### src/rtl/toysram_port_arb.sv
// Port arbiter/sequencer for the 32x32 toy SRAM: shares the single array port
// between the Wishbone slave and the logic-analyzer requester.
module toysram_port_arb #(
    parameter logic [31:0] BASE_ADR = 32'h3000_0000,
    parameter logic [7:0]  CTRL_OFS = 8'h80
) (
    input  logic        wb_clk_i,
    input  logic        wb_rst_i,
    input  logic        wbs_stb_i,
    input  logic        wbs_cyc_i,
    input  logic        wbs_we_i,
    input  logic [3:0]  wbs_sel_i,
    input  logic [31:0] wbs_adr_i,
    input  logic [31:0] wbs_dat_i,
    output logic        wbs_ack_o,
    output logic [31:0] wbs_dat_o,
    input  logic        la_req_i,
    input  logic        la_we_i,
    input  logic [4:0]  la_adr_i,
    input  logic [31:0] la_dat_i,
    output logic        la_ack_o,
    output logic [31:0] la_dat_o,
    output logic        arr_rd_o,
    output logic        arr_wr_o,
    output logic [4:0]  arr_adr_o,
    output logic [3:0]  arr_wbe_o,
    output logic [31:0] arr_dat_o,
    input  logic [31:0] arr_dat_i
);

    localparam logic [31:0] CTRL_ADR = BASE_ADR + {24'b0, CTRL_OFS};

    typedef enum logic [1:0] {IDLE, CMD, RESP} state_t;

    state_t      state;
    state_t      next_state;
    logic [1:0]  ctrl;       // bit0 la_en, bit1 wb_fixed
    logic        last_wb;    // last array grant went to Wishbone
    logic        gnt_wb;     // current transaction belongs to Wishbone
    logic        cmd_we;

    logic        wb_arr;
    logic        wb_ctl;
    logic        la_act;
    logic        pick_wb;
    logic        pick_la;

    assign wb_arr  = wbs_cyc_i & wbs_stb_i & (wbs_adr_i[31:7] == BASE_ADR[31:7]);
    assign wb_ctl  = wbs_cyc_i & wbs_stb_i & (wbs_adr_i == CTRL_ADR);
    assign la_act  = la_req_i & ctrl[0];
    // Wishbone wins when alone, when fixed priority is set, or when LA had the last grant.
    assign pick_wb = wb_arr & (~la_act | ctrl[1] | ~last_wb);
    assign pick_la = la_act & ~pick_wb;

    always_ff @(posedge wb_clk_i) begin
        if (!wb_rst_i) state <= IDLE;
        else           state <= next_state;
    end

    always_comb begin
        next_state = state;
        wbs_ack_o  = 1'b0;
        la_ack_o   = 1'b0;
        case (state)
            IDLE: begin
                if (wb_ctl)                 next_state = RESP;
                else if (pick_wb | pick_la) next_state = CMD;
            end
            CMD:  next_state = RESP;
            RESP: begin
                next_state = IDLE;
                // An abandoned Wishbone cycle still completes on the array but is not acked.
                wbs_ack_o  = gnt_wb & wbs_cyc_i & wbs_stb_i;
                la_ack_o   = ~gnt_wb;
            end
            default: next_state = IDLE;
        endcase
    end

    always_ff @(posedge wb_clk_i) begin
        if (!wb_rst_i) begin
            ctrl      <= 2'b01;
            last_wb   <= 1'b0;
            gnt_wb    <= 1'b0;
            cmd_we    <= 1'b0;
            arr_rd_o  <= 1'b0;
            arr_wr_o  <= 1'b0;
            arr_adr_o <= '0;
            arr_wbe_o <= '0;
            arr_dat_o <= '0;
            wbs_dat_o <= '0;
            la_dat_o  <= '0;
        end else begin
            arr_rd_o <= 1'b0;
            arr_wr_o <= 1'b0;
            case (state)
                IDLE: begin
                    if (wb_ctl) begin
                        gnt_wb <= 1'b1;
                        if (wbs_we_i && wbs_sel_i[0]) ctrl <= wbs_dat_i[1:0];
                        if (!wbs_we_i)                wbs_dat_o <= {30'b0, ctrl};
                    end else if (pick_wb) begin
                        gnt_wb    <= 1'b1;
                        last_wb   <= 1'b1;
                        cmd_we    <= wbs_we_i;
                        arr_rd_o  <= ~wbs_we_i;
                        arr_wr_o  <= wbs_we_i;
                        arr_adr_o <= wbs_adr_i[6:2];
                        arr_wbe_o <= wbs_we_i ? wbs_sel_i : 4'h0;
                        arr_dat_o <= wbs_dat_i;
                    end else if (pick_la) begin
                        gnt_wb    <= 1'b0;
                        last_wb   <= 1'b0;
                        cmd_we    <= la_we_i;
                        arr_rd_o  <= ~la_we_i;
                        arr_wr_o  <= la_we_i;
                        arr_adr_o <= la_adr_i;
                        arr_wbe_o <= la_we_i ? 4'hF : 4'h0;
                        arr_dat_o <= la_dat_i;
                    end
                end
                CMD: begin
                    if (!cmd_we) begin
                        if (gnt_wb) wbs_dat_o <= arr_dat_i;
                        else        la_dat_o  <= arr_dat_i;
                    end
                end
                default: ;
            endcase
        end
    end

endmodule
### config.mk
export PLATFORM = sky130hd
export DESIGN_NAME = toysram_port_arb
export DESIGN_NICKNAME = d
export VERILOG_FILES = /design/src/rtl/toysram_port_arb.sv
export SDC_FILE = /design/constraint.sdc
export NUM_CORES = 1
export LEC_CHECK = 0
export BUFFER_PORTS_ARGS = -buffer_cell sky130_fd_sc_hd__clkbuf_2
export CAP_MARGIN = 0
export CORE_MARGIN = 2
export CORE_UTILIZATION = 50
export CTS_BUF_LIST = sky130_fd_sc_hd__clkbuf_2
export DETAILED_ROUTE_END_ITERATION = 8
export PLACE_DENSITY = 0.86
export SYNTH_ARGS = -nofsm -noshare
export SYNTH_HDL_FRONTEND = slang
export SYNTH_SLANG_ARGS = --single-unit
### constraint.sdc
create_clock -name wb_clk_i -period 3.6 [get_ports wb_clk_i]
set_clock_uncertainty 0.15 [all_clocks]
set_input_delay 0.36 -clock wb_clk_i [delete_from_list [all_inputs] [get_ports wb_clk_i]]
set_output_delay 0.36 -clock wb_clk_i [all_outputs]
set_load 0.02 [all_outputs]
Word level (Yosys, flattened, before mapping)
Cells that the tools add are included.

operators by class
  order comparisons = 0
  add/sub/neg operators = 0
  bitwise logic cells = 21
  muxes and demuxes = 27
  $mul = 0
  equality and inequality tests = 9
  shift-type cells = 0
  reduce and logical (&&, ||, !) cells = 11
  div/mod/pow operators = 0

operators with widths
  kind                    number
  $mux W32                6
  $pmux W32 S2            1
  $eq A32 B30 Y1 const B  1
  $eq A25 B23 Y1 const B  1
  $mux W4                 4
  $mux W1                 11
  $mux W5                 2
  $not A1 Y1              10
  $reduce_and A3 Y1       3
  $and A1 B1 Y1           8
  $ne A2 B2 Y1 const B    4
  $reduce_and A5 Y1       1
  $mux W2                 2
  $pmux W2 S2             1
  $reduce_bool A2 Y1      2
  $ne A3 B3 Y1 const B    1
  $or A1 B1 Y1            3
  $reduce_bool A3 Y1      1
  $reduce_or A3 Y1        1
  $eq A2 B1 Y1 const B    1
  $eq A2 B2 Y1 const B    1
  $logic_not A2 Y1        1
  $reduce_and A2 Y1       1
  $logic_and A1 B1 Y1     1

storage, ports and cells
  output and inout port bits = 109
  register bits = 114
  memories = 0
  RAM bits = 0
  bits in latches = 0
  bits of input ports = 144
  logic and storage cells = 80
  ROM bits = 0

Logic depth before layout (Yosys ltp)
  depth in word-level cells = 11
  depth in mapped cells = 7
  gate-level depth less buffers = 5

Least setup slack after synthesis
No wires, ideal clock.

  path kind = input -> register
  start point = input wbs_adr_i[23]
  end point = register arr_dat_o[16]
  path slack = 1.270 ns
  cell stages on the path = 7
  data arrival time = 2.034 ns
  cell sequence = or4_4 -> nand3b_4 -> or3_1 -> buf_2 -> buf_2 -> a31oi_1 -> a211oi_2

on the way
  word-level cells in the longest chain between the ends = 7
  elaborated cells on any way between the ends = 11

RTL lines
  item                                 line  RTL
  from (decl)                          13    input logic [31:0] wbs_adr_i,
  $eq A25 B23 Y1                       48    assign wb_arr = wbs_cyc_i & wbs_stb_i & (wbs_adr_i[31:7] == BASE_ADR[31:7]);
  $and A1 B1 Y1                        48
  $and A1 B1 Y1                        52    assign pick_wb = wb_arr & (~la_act | ctrl[1] | ~last_wb);
  $not A1 Y1                           53    assign pick_la = la_act & ~pick_wb;
  $and A1 B1 Y1                        53
  $reduce_bool A2 Y1 (no source line)  n/a
  $reduce_and A3 Y1 (no source line)   n/a
  to (signal assigned)                 110   arr_dat_o <= wbs_dat_i;
  to (signal assigned)                 119   arr_dat_o <= la_dat_i;
  to (decl)                            27    output logic [31:0] arr_dat_o,

Several ways; a longest one is shown, not always the timed one.
A chain may end at the register's enable or synchronous reset.

Worst setup path after layout
  start point = input wbs_adr_i[14]
  end point = register arr_adr_o[4]

on the way
  word-level cells in the longest chain between the ends = 7
  elaborated cells on any way between the ends = 11

RTL lines
  item                                 line  RTL
  $eq A25 B23 Y1                       48
  $and A1 B1 Y1                        48
  $and A1 B1 Y1                        52
  $not A1 Y1                           53
  $and A1 B1 Y1                        53
  $reduce_bool A2 Y1 (no source line)  n/a
  $reduce_and A3 Y1 (no source line)   n/a
  to (signal assigned)                 108   arr_adr_o <= wbs_adr_i[6:2];
  to (signal assigned)                 117   arr_adr_o <= la_adr_i;
  to (decl)                            25    output logic [4:0] arr_adr_o,

Several ways; a longest one is shown, not always the timed one.

==> summary by stage <==
Setup path
The slowest cell on the critical path is sky130_fd_sc_hd__nor4_4. The data required time at the worst endpoint is 3.99 ns. The maximum fanout encountered on the critical timing path is 37.

The kind of critical path is input port to register. The stage delay of the slowest cell on the critical path is 0.68 ns. Setup slack on the worst reg-to-reg path comes out at 0.76 ns. STA classifies the critical path endpoint as a register. The depth of the worst register-to-register path is 7. The total number of cells along the worst setup path is 8. The critical path ends at arr_adr_o[4]. The launch point of the worst reg-to-reg path is ctrl[0].

The critical path goes through clkbuf_2, nor4_1, nand4_2, nor4_4, buf_12, mux2i_1, dlygate4sd3_1, a211oi_1. The cell class contributing the biggest share of worst-path delay is simple AND/OR/NAND/NOR gates. The combined buffer and inverter count along the critical path is 3. The reg-to-reg endpoint is arr_adr_o[4].

The start point of the critical path is wbs_adr_i[14]. For the worst setup path, the data arrival time is 3.31 ns. The worst setup path is launched from an input port.

Clocking
Clock tree synthesis selected as its root buffer the cell sky130_fd_sc_hd__clkbuf_2. The clock tree from TritonCTS is yes. For the worst-skew pair, the clock arrives at the later sink with an insertion delay of 0.62 ns. The number of buffers between clock root and the deepest sink is 2.

The number of buffers created by CTS is 17. CTS built an H-tree with a depth of 4. The tree built by TritonCTS fans out to 114 sinks. The post-CTS setup buffer count is 0.

After clock tree synthesis, the clock-pin slew on the worst setup and hold paths is 0.19 ns.

Routing
For this run, design rule violations remaining after detail routing come to 0. The total met2 wirelength after detailed routing is 9580 µm. The routed layout has 5,817 vias. The length of routed wiring on met1 is 7090 µm.

The wire length per cell after detailed routing is 18.7 µm. After detailed routing, the number of vias per cell comes to 5.63. Wires add up to 19,300 µm. The residual antenna-violating net count after detailed routing is 0.

The count of routing violations after the opening detailed-route iteration is 330. For this run, the detailed router's first-pass iteration total came to 5. After detailed routing, no signal wire sits above met4. The met3 wirelength from detailed routing is 1820 µm.

Floorplanning
The starting density of the core is 52.0%. The die covers 11,100 µm². The die span in x is 105 µm. The floorplan die height is 105 µm. Pin placement for this block handled 253 I/O pins.

The core region is 9860 µm². The floorplan has 36 rows.

Yosys
By area the synthesized netlist is led by sky130_fd_sc_hd__dfxtp_1 (44%), sky130_fd_sc_hd__mux2i_1 (14%), sky130_fd_sc_hd__nand2_1 (9.4%). The fraction of synthesized cell area taken by the top area cell type is 44.5%. After synthesis, the netlist uses 47 different library cells. The average cell area after synthesis is 9.54 µm². The count of yosys warnings during synthesis is 0. The most used standard cell by instance count after synthesis is sky130_fd_sc_hd__nand2_1.

For this run, the register share of the synthesized area comes to 44.5%. In the synthesized netlist the dominant register cell turns out to be sky130_fd_sc_hd__dfxtp_1. The post-synthesis instance area is 5130 µm². After synthesis, the share of flip-flops with an asynchronous set or reset is 0%. In this run, synthesis inferred 0 flip-flops with an integrated enable.

The synthesized netlist net count is 682. The library cell with the largest summed area after synthesis is sky130_fd_sc_hd__dfxtp_1. The number of standard cells after synthesis is 538. After synthesis, the most frequently instantiated cells are sky130_fd_sc_hd__nand2_1 (129), sky130_fd_sc_hd__dfxtp_1 (114), sky130_fd_sc_hd__mux2i_1 (71).

Counting flops and latches in the post-synthesis netlist gives 114.

Final layout
The area of all placed cells without fillers is 7730 µm². From synthesis to final layout, the design area changed by 50.8%. The antenna diode count is 0.

The final layout contains 1,033 nets. The total area of multi-input combinational cells is 2570 µm². Cells with a size suffix above 1 make up 37.9% of the layout. The combined flip-flop and latch cell area is 2280 µm². The number of filler cells placed in the layout is 584.

Timing
In the final timing run, aggregate negative setup slack is 0 ns. The worst slew margin relative to its limit is 23.3%. The final hold violation count came to 0.

The maximum clock frequency is 343 MHz. After layout, the worst path uses 81.1% of the clock period. The clock period could shrink to 2.92 ns.

At the pin with the least slew margin, the transition time is 1.15 ns. Setup repair after global routing left no endpoint under its margin. Setup violations remaining at the end of the flow were counted as 0.

The total count of max-transition violations in the final report was 0.

Job
The tool flagged a number of max-cap violations equal to 0.

Placed design
The total of buffers placed on input and output ports is 252. The instance area at placement is 6390 µm². The routability congestion estimate is 0.854.

Detailed placement finished with a half-perimeter wire length of 11,000 µm.

Power and ir drop
The analysis attributes to cell leakage a power of 0.00327 µW. Across the VDD grid, the largest voltage drop is 0.000241 V. The power per unit of standard cell area is 342 nW/µm².

Global routing
The first global-routing pass estimated 30,000 µm of wire. The maximum number of pins on one net before global-route repair is 43. The number of global-route vias before repair is 5,993. The global routing usage summed across all routing layers is 34.0%. Summed over all layers, the global routing overflow is 0.

The number of antenna violations at the first check in global routing is 0.

Min path
The min-delay analysis places its worst path in the category input port to register.

Outcome
The run finished with clean final reports.
==> final cells by class <==
type | instances | share of cell area [%]
multi-input cells | 371 | 33.2
well taps | 133 | 2.15
inverters | 4 | 0.210
repair buffers | 381 | 32.8
flip-flops and latches | 114 | 29.5
clock buffers | 18 | 1.16
clock inverters | 12 | 0.922
==> repair_timing <==
item	4_1_cts	5_1_grt
gates resized for setup	0	0
hold endpoints to repair	108	0
hold buffers	118	0
==> state kept, by name (all words and copies together), names as in the netlist <==
signal,flops
arr_dat_o,32
la_dat_o,32
wbs_dat_o,32
arr_adr_o,5
arr_wbe_o,4
ctrl,2
state,2
arr_rd_o,1
arr_wr_o,1
cmd_we,1
gnt_wb,1
last_wb,1
==> power by group <==
part / internal [µW] / switching (µW)
clock network: 162 / 486
logic: 275 / 349
registers: 1330 / 42.3
total: 1770 / 877
==> logic make-up after synthesis <==
kind of cell,after synthesis,synth area share (%)
simple gates,164,15.0
compound gates,136,20.7
flops,114,44.5
buf+inv,53,5.90
mux,71,13.9
==> routing by layer <==
layer | vias to the layer above | global-route usage [%]
li1 | 2635 | -
met1 | 2726 | 37.7
met2 | 374 | 58.8
met3 | 82 | 10.0
met4 | 0 | 17.3
met5 | - | 0
==> layout by cell type, fill, tap and decap left out, types with 5 or more instances in the layout <==
master / count
sky130_fd_sc_hd__a211oi_2: 33
sky130_fd_sc_hd__buf_4: 10
sky130_fd_sc_hd__a211oi_1: 7
sky130_fd_sc_hd__clkbuf_2: 270
sky130_fd_sc_hd__clkinv_2: 6
sky130_fd_sc_hd__a21oi_1: 36
sky130_fd_sc_hd__a31oi_1: 41
sky130_fd_sc_hd__dfxtp_1: 114
sky130_fd_sc_hd__dlygate4sd3_1: 118
sky130_fd_sc_hd__mux2i_1: 71
sky130_fd_sc_hd__nor4_1: 5
sky130_fd_sc_hd__nand2_1: 129
==> worst min-delay path by stage <==
stage | startpoint | end | cells after the start
final | wbs_adr_i[26] | ctrl[0] | 5
after global routing | wbs_adr_i[26] | ctrl[0] | 5
after CTS | wbs_adr_i[26] | ctrl[0] | 5
after detailed placement | wbs_dat_o[21] | wbs_dat_o[21] | 2
after global placement | la_dat_o[3] | la_dat_o[3] | 2
after floorplan | last_wb | last_wb | 2
==> worst min-delay path, stage by stage <==
cell and delay (ns):
sky130_fd_sc_hd__clkbuf_2 0.08, sky130_fd_sc_hd__or4_4 0.12, sky130_fd_sc_hd__nor4_1 0.08, sky130_fd_sc_hd__mux2i_1 0.12, sky130_fd_sc_hd__nand2_1 0.06
==> per-stage QoR <==
stage	power [µW]	hold WS, ns	std cells	util (%)	setup WS, ns
final	2640	0.0843	1033	78.4	0.681
after global routing	2750	0.0512	1033	78.4	0.589
after CTS	2620	0.0458	1033	78.4	0.877
after detailed placement	1890	0.298	885	64.8	0.694
after global placement	1870	0.292	885	64.8	0.746
after floorplan	1680	0.300	538	-	1.27
(Power assumes the default switching activity.)
